File: config.mk
export PLATFORM = sky130hd
export DESIGN_NAME = fiapp_sig_compactor
export DESIGN_NICKNAME = d
export VERILOG_FILES = /design/src/rtl/fiapp_sig_compactor.sv
export SDC_FILE = /design/constraint.sdc
export NUM_CORES = 1
export LEC_CHECK = 0
export CAP_MARGIN = 5
export CELL_PAD_IN_SITES_DETAIL_PLACEMENT = 2
export CELL_PAD_IN_SITES_GLOBAL_PLACEMENT = 2
export CORE_MARGIN = 2
export CORE_UTILIZATION = 23
export CTS_CLUSTER_DIAMETER = 30
export DETAILED_ROUTE_END_ITERATION = 6
export PLACE_DENSITY_LB_ADDON = 0.1
export REMOVE_ABC_BUFFERS = 1
export SLEW_MARGIN = 20
export SYNTH_ARGS = -nofsm -noshare
export SYNTH_HDL_FRONTEND = slang
export SYNTH_SLANG_ARGS = --single-unit
File: constraint.sdc
create_clock -name clk -period 2.55 [get_ports clk]
set_clock_uncertainty 0.1 [all_clocks]
set_input_delay 0.765 -clock clk [delete_from_list [all_inputs] [get_ports clk]]
set_output_delay 0.765 -clock clk [all_outputs]
set_load 0.02 [all_outputs]
File: src/rtl/fiapp_sig_compactor.sv
// fiapp_sig_compactor
// Response compactor for the fault-injection test application. During a
// measurement window it folds the observed outputs {o4, o3, o2, o1} into a
// 32-bit Galois MISR. When the window ends it compares the signature with a
// golden value, so each injection run reports one pass/fail bit and one word.
module fiapp_sig_compactor #(
  parameter int              SIG_W = 32,
  parameter int              CNT_W = 16,
  parameter logic [31:0]     POLY  = 32'h04C11DB7,
  parameter logic [31:0]     SEED  = 32'hFFFFFFFF
) (
  input  logic             clk,
  input  logic             reset,
  input  logic             start,
  input  logic             abort,
  input  logic [CNT_W-1:0] n_cycles,
  input  logic             o1,
  input  logic             o2,
  input  logic             o3,
  input  logic [64:0]      o4,
  input  logic [SIG_W-1:0] golden,
  output logic             busy,
  output logic             done,
  output logic [SIG_W-1:0] signature,
  output logic             match,
  output logic [CNT_W-1:0] vec_count
);

  typedef enum logic [1:0] {
    IDLE = 2'd0,
    RUN  = 2'd1,
    DONE = 2'd2
  } state_t;

  localparam logic [CNT_W-1:0] CNT_ZERO = {CNT_W{1'b0}};
  localparam logic [CNT_W-1:0] CNT_ONE  = {{(CNT_W-1){1'b0}}, 1'b1};
  localparam logic [CNT_W-1:0] CNT_MAX  = {CNT_W{1'b1}};

  // Fold the 68-bit observation vector down to 32 bits. The top four bits
  // (o4[64:61]) land in the low nibble so every observed bit reaches the MISR.
  function automatic logic [31:0] foldVec(input logic [67:0] v);
    foldVec = v[31:0] ^ v[63:32] ^ {28'h0000000, v[67:64]};
  endfunction

  // One Galois MISR step: shift, conditional polynomial feedback, inject fold.
  function automatic logic [31:0] misrStep(input logic [31:0] sig,
                                           input logic [31:0] f);
    misrStep = {sig[30:0], 1'b0} ^ (sig[31] ? POLY : 32'h00000000) ^ f;
  endfunction

  state_t             state_r;
  state_t             stateNext_s;
  logic [SIG_W-1:0]   sig_r;
  logic [SIG_W-1:0]   sigNext_s;
  logic [CNT_W-1:0]   vecCount_r;
  logic [CNT_W-1:0]   vecCountNext_s;
  logic [CNT_W-1:0]   remaining_r;
  logic [CNT_W-1:0]   remainingNext_s;
  logic [67:0]        obsVec_s;

  assign obsVec_s = {o4, o3, o2, o1};

  // Next-state and datapath next values; abort overrides everything else.
  always_comb begin
    stateNext_s     = state_r;
    sigNext_s       = sig_r;
    vecCountNext_s  = vecCount_r;
    remainingNext_s = remaining_r;
    if (abort) begin
      stateNext_s = IDLE;
    end else begin
      case (state_r)
        IDLE, DONE: begin
          if (start) begin
            sigNext_s      = SEED;
            vecCountNext_s = CNT_ZERO;
            if (n_cycles != CNT_ZERO) begin
              remainingNext_s = n_cycles;
              stateNext_s     = RUN;
            end else begin
              remainingNext_s = CNT_ZERO;
              stateNext_s     = DONE;
            end
          end else begin
            stateNext_s = state_r;
          end
        end
        RUN: begin
          sigNext_s = misrStep(sig_r, foldVec(obsVec_s));
          if (vecCount_r != CNT_MAX) begin
            vecCountNext_s = vecCount_r + CNT_ONE;
          end else begin
            vecCountNext_s = vecCount_r;
          end
          if (remaining_r > CNT_ONE) begin
            remainingNext_s = remaining_r - CNT_ONE;
            stateNext_s     = RUN;
          end else begin
            // Last step (or a defensive zero) ends the window without underflow.
            remainingNext_s = CNT_ZERO;
            stateNext_s     = DONE;
          end
        end
        default: begin
          stateNext_s     = IDLE;
          remainingNext_s = CNT_ZERO;
        end
      endcase
    end
  end

  // State, signature and counter registers with asynchronous reset.
  always_ff @(posedge clk or posedge reset) begin
    if (reset) begin
      state_r     <= IDLE;
      sig_r       <= SEED;
      vecCount_r  <= CNT_ZERO;
      remaining_r <= CNT_ZERO;
    end else begin
      state_r     <= stateNext_s;
      sig_r       <= sigNext_s;
      vecCount_r  <= vecCountNext_s;
      remaining_r <= remainingNext_s;
    end
  end

  assign busy      = (state_r == RUN);
  assign done      = (state_r == DONE);
  assign signature = sig_r;
  assign vec_count = vecCount_r;
  assign match     = done & (sig_r == golden);

endmodule

# After elaboration in Yosys (flattened, before gate mapping)
# Cells that the tools add are included.
# Widths: inputs -> output; s select.
op_classes:
  n_addsub: 2
  order_cmp: 1
  eq_ne: 7
  muxes: 15
  bitwise: 6
  reduce_logical: 7
op_table:
  columns: ["cell", "count"]
  rows:
  - ["$mux 16", 5]
  - ["$pmux 16 s2", 2]
  - ["$pmux 32 s2", 1]
  - ["$xor 32x32->32", 2]
  - ["$eq 32x32->1", 1]
  - ["$mux 32", 1]
  - ["$xor 32x27->32", 1]
  - ["$xor 32x4->32", 1]
  - ["$mux 27", 1]
  - ["$add 16x1->16 const B", 1]
  - ["$gt 16x1->1 const B", 1]
  - ["$ne 16x16->1 const B", 1]
  - ["$reduce_bool 16->1", 1]
  - ["$sub 16x1->16 const B", 1]
  - ["$mux 2", 4]
  - ["$pmux 2 s2", 1]
  - ["$reduce_and 4->1", 1]
  - ["$ne 3x3->1 const B", 1]
  - ["$reduce_and 3->1", 1]
  - ["$eq 2x1->1 const B", 1]
  - ["$eq 2x2->1 const B", 1]
  - ["$logic_not 2->1", 1]
  - ["$ne 2x1->1 const B", 1]
  - ["$ne 2x2->1 const B", 1]
  - ["other kinds (5)", 5]
word_totals:
  regBits: 66
  in_bits: 120
  out_inout_bits: 51
  word_cells: 42

# Longest topological paths before layout
depth:
  ltp_word: 5
  depth_mapped: 8
  mapped_depth_nobuf: 7

# Worst setup path after synthesis
# Ideal clock, no wire load.
synth_timing:
  path_type: "register to output"
  from: "reg sig_r[31], in the netlist signature[31]"
  to: "out match"
  t_arrival_ns: 2.156
  t_required_ns: 1.685
  path_slack_ns: -0.471
  stages_incl_launch_ff: 7
  n_path_buf: 1
  path_cell_list: "dfstp_2 > clkbuf_1 > xnor2_1 > nand4_1 > nor4_1 > nand4_1 > nor4_1"
synth_via:
  elab_chain_len: 2
synth_lines:
  columns: ["item", "line_no", "text"]
  rows:
  - ["from (decl)", "53", "logic [SIG_W-1:0] sig_r;"]
  - ["from (signal assigned)", "121", "sig_r <= sigNext_s;"]
  - ["$eq 32x32->1", "131", "assign match = done & (sig_r == golden);"]
  - ["$and 1x1->1", "131", null]
  - ["to (decl)", "25", "output logic match,"]
# Every way passes these cells.

# Worst setup path in the final report
layout_timing:
  from: "in golden[22]"
  to: "out match"
layout_via:
  elab_chain_len: 2
layout_lines:
  columns: ["item", "line_no", "text"]
  rows:
  - ["from (decl)", "21", "input logic [SIG_W-1:0] golden,"]
  - ["$eq 32x32->1", "131", null]
  - ["$and 1x1->1", "131", null]
# Every way passes these cells.

==> flow_metrics.py <==
metrics = {
    "cts": {
        "cts_root_buffer": "clkbuf_16",
        "path_clk_slew_ps": 60,
        "htree_levels": 3,
        "clock_latency_ps": 340,
        "holdBufCountCts": 0,
        "cts.sinks": 66,
        "cts_buffers": 9,
        "cts_tree": "yes",
        "clockBufferDepth": 2,
    },
    "detailed_routing": {
        "dr_wl_met3_microns": 736,
        "wl_microns": 17940,
        "top_layer_used": "met4",
        "m1WireLength_microns": 8130,
        "antenna_left": 0,
        "drt-pass1-iter-count": 4,
        "detail_route.vias_per_cell": 4.774,
        "drtIter0Drc": 147,
        "vias": 4559,
        "route.met2.wl_microns": 8875,
        "wl_per_cell_microns": 18.79,
        "drc": 0,
    },
    "worst_setup_path": {
        "required_ps": 1690,
        "crit_slowest_cell": "clkdlybuf4s50_1",
        "r2r_slack_ps": 120,
        "r2r_start": "remaining_r[10]",
        "crit_chain": "clkdlybuf4s50_1, xor2_1, nor4_1, nand4_1, nor4_2, buf_4",
        "critPathArrivalTime_ps": 2060,
        "cp-start-kind": "input pin",
        "worstSetupPathType": "in -> out",
        "worst_r2r_endpoint": "remaining_r[9]",
        "endpoint": "match",
        "max_stage_delay_ps": 430,
        "endpoint_kind": "output pin",
        "worstRegToRegCells": 6,
        "critPathMaxFanout": 1,
        "timing.critical_path.from": "golden[22]",
    },
    "layout": {
        "mostFrequentLayoutCell": "clkdlybuf4s50_1",
        "fin_cells": 955,
        "multi_input_area_sq_um": 2606,
        "diodes": 0,
        "regArea_sq_um": 1692,
        "post-route-util_pct": 38.88,
        "fillers": 2047,
        "drive_gt1_share_pct": 21.64,
        "mostFrequentLayoutCells": "clkdlybuf4s50_1 (139), buf_4 (80), xnor2_1 (64)",
        "final_area_sq_um": 7248,
        "nNetsFinal": 839,
        "areaGrowthSynthToFinish_pct": 65.89,
    },
    "timing": {
        "min_period_over_period_pct": 114.9,
        "drv_slew": 0,
        "relSlewSlack_pct": 56.58,
        "fmax_mhz": 341.3,
        "min_period_ps": 2930,
        "setup_viol_count_final": 1,
        "grt_setup_unrepaired": "yes",
        "worst_slack_ps": -380.0,
        "tightestPinTransition_ps": 645.3,
        "hold_viol": 0,
        "hold_slack_ps": 442.3,
        "setup_tns_ps": -380.0,
    },
    "floorplan": {
        "rows": 50,
        "fp.dieArea_sq_um": 20110,
        "die_h_microns": 141.8,
        "core_sq_um": 18640,
        "start_util_pct": 23.44,
        "die_w_microns": 141.8,
        "io_pins": 171,
    },
    "job": {
        "cap_viol_max_count": 0,
    },
    "power_and_ir_drop": {
        "ir_worst_vdd_mv": 0.3398,
        "power_per_cell_area_nw_per_um2": 718.8,
        "power_leakage_uw": 0.002895,
    },
    "global_route": {
        "antenna_found_initial": 0,
        "first_global_vias": 5105,
        "grt-ovfl-total": 0,
        "grt_max_degree": 67,
        "grt_use_total_pct": 18.14,
        "grt_pass1_wl_microns": 28140,
    },
    "yosys": {
        "synth_ff_type": "dfrtp_1",
        "yosys.area.top_type": "dfrtp_1",
        "synth_warnings": 0,
        "yosys-top-cells-area": "dfrtp_1 (19%), dfstp_2 (19%), xnor2_1 (13%)",
        "yosysTopAreaCellShare_pct": 19.47,
        "synth_edf_count": 0,
        "ys_types": 54,
        "synth_area_per_cell_sq_um": 9.257,
        "async_flop_share_pct": 100.0,
        "synthesis.area_sq_um": 4369,
        "netlist_instances": 472,
        "ys_seq_area_share_pct": 38.72,
        "synth_seq_cells": 66,
    },
    "placement": {
        "place_area_sq_um": 6923,
        "hpwl_microns": 14010,
        "post-place-cells": 937,
        "gp_congestion": 0.8120,
        "port_buffers": 170,
    },
    "hold_path": {
        "hold_path_depth": 1,
        "min_path_type": "reg -> reg",
    },
    "status": {
        "status": "finished with violations",
        "violations": "negative setup slack",
    },
}
cell families (layout without fill, tap and decap cells):
logic type                 count (synthesis)  in the layout  share of synthesized area, %
muxes                                      1              1                        0.2291
and+or+nand+nor                          152            152                         18.10
adders and majority gates                  3              3                        0.8592
DFF                                       66             66                         38.72
buffers and inverters                     26            275                         2.835
AOI/OAI and AO/OA                        109            109                         16.21
xor gates and xnor gates                 115            115                         23.05
synth_stat cells, types with 5 or more instances:
cell type	number
nand3_1	19
a22oi_1	7
inv_1	6
o31ai_1	7
nand4_1	12
clkbuf_1	15
a21oi_1	38
dfrtp_1	34
xor2_1	49
nor2_1	50
nor4_1	12
dfstp_2	32
a21o_1	6
nand2_1	21
xnor2_1	66
o21ai_0	23
o41ai_1	5
final cells by class:
| type | count | share of cell area, % |
|---|---|---|
| flip-flops and latches | 66 | 23.34 |
| clock inverters | 1 | 0.06905 |
| repair buffers | 252 | 32.25 |
| multi-input cells | 380 | 35.96 |
| inverters | 7 | 0.3625 |
| clock buffers | 15 | 3.988 |
| well taps | 234 | 4.039 |
critical path: cells and delay by family:
| kind | cells | cell delay (ps) |
|---|---|---|
| buf+inv | 2 | 610 |
| xor+xnor | 1 | 160 |
| simple gates | 3 | 520 |
sequential cells by signal, indices dropped and copies added, names as in the netlist:
register     flops
signature       32
remaining_r     16
vec_count       16
state_r          2
through the flow:
step / setup WS [ps] / power (uW)
after floorplan: -989.9 / 2755
after global placement: -1428 / 3950
after detailed placement: -1449 / 4014
after CTS: -464.5 / 5299
after global routing: -516.9 / 5546
final: -380.0 / 5210
worst min path at each step:
| stage | to | start | slack [ps] |
|---|---|---|---|
| 6_report | vec_count[7] | vec_count[7] | 440 |
| 5_1_grt | remaining_r[11] | remaining_r[11] | 480 |
| 3_5_place_dp | remaining_r[13] | remaining_r[13] | 430 |
| 2_1_floorplan | remaining_r[11] | remaining_r[11] | 390 |
| 4_1_cts | remaining_r[13] | remaining_r[13] | 440 |
| 3_3_place_gp | remaining_r[13] | remaining_r[13] | 420 |
routing by layer:
layer	GRT usage, %	vias up
met5	0	-
met4	5.211	0
met3	3.004	10
met2	31.66	114
met1	23.12	2253
li1	-	2182
report_power, final:
group	internal (uW)	switching, uW	total (uW)	leakage (uW)
registers	1380	247	1620	0.000783
logic	1200	1130	2330	0.00197
clock network	771	485	1260	0.000145
total	3350	1860	5210	0.00289
timing repair:
item | CTS | global route
setup endpoints to repair | 6 | 11
endpoints found under the hold margin | 0 | 0
pin swaps | 24 | 1
resized for setup | 58 | 9
setup buffers | 0 | 2
Note: power is estimated with default switching activity, not from simulation.
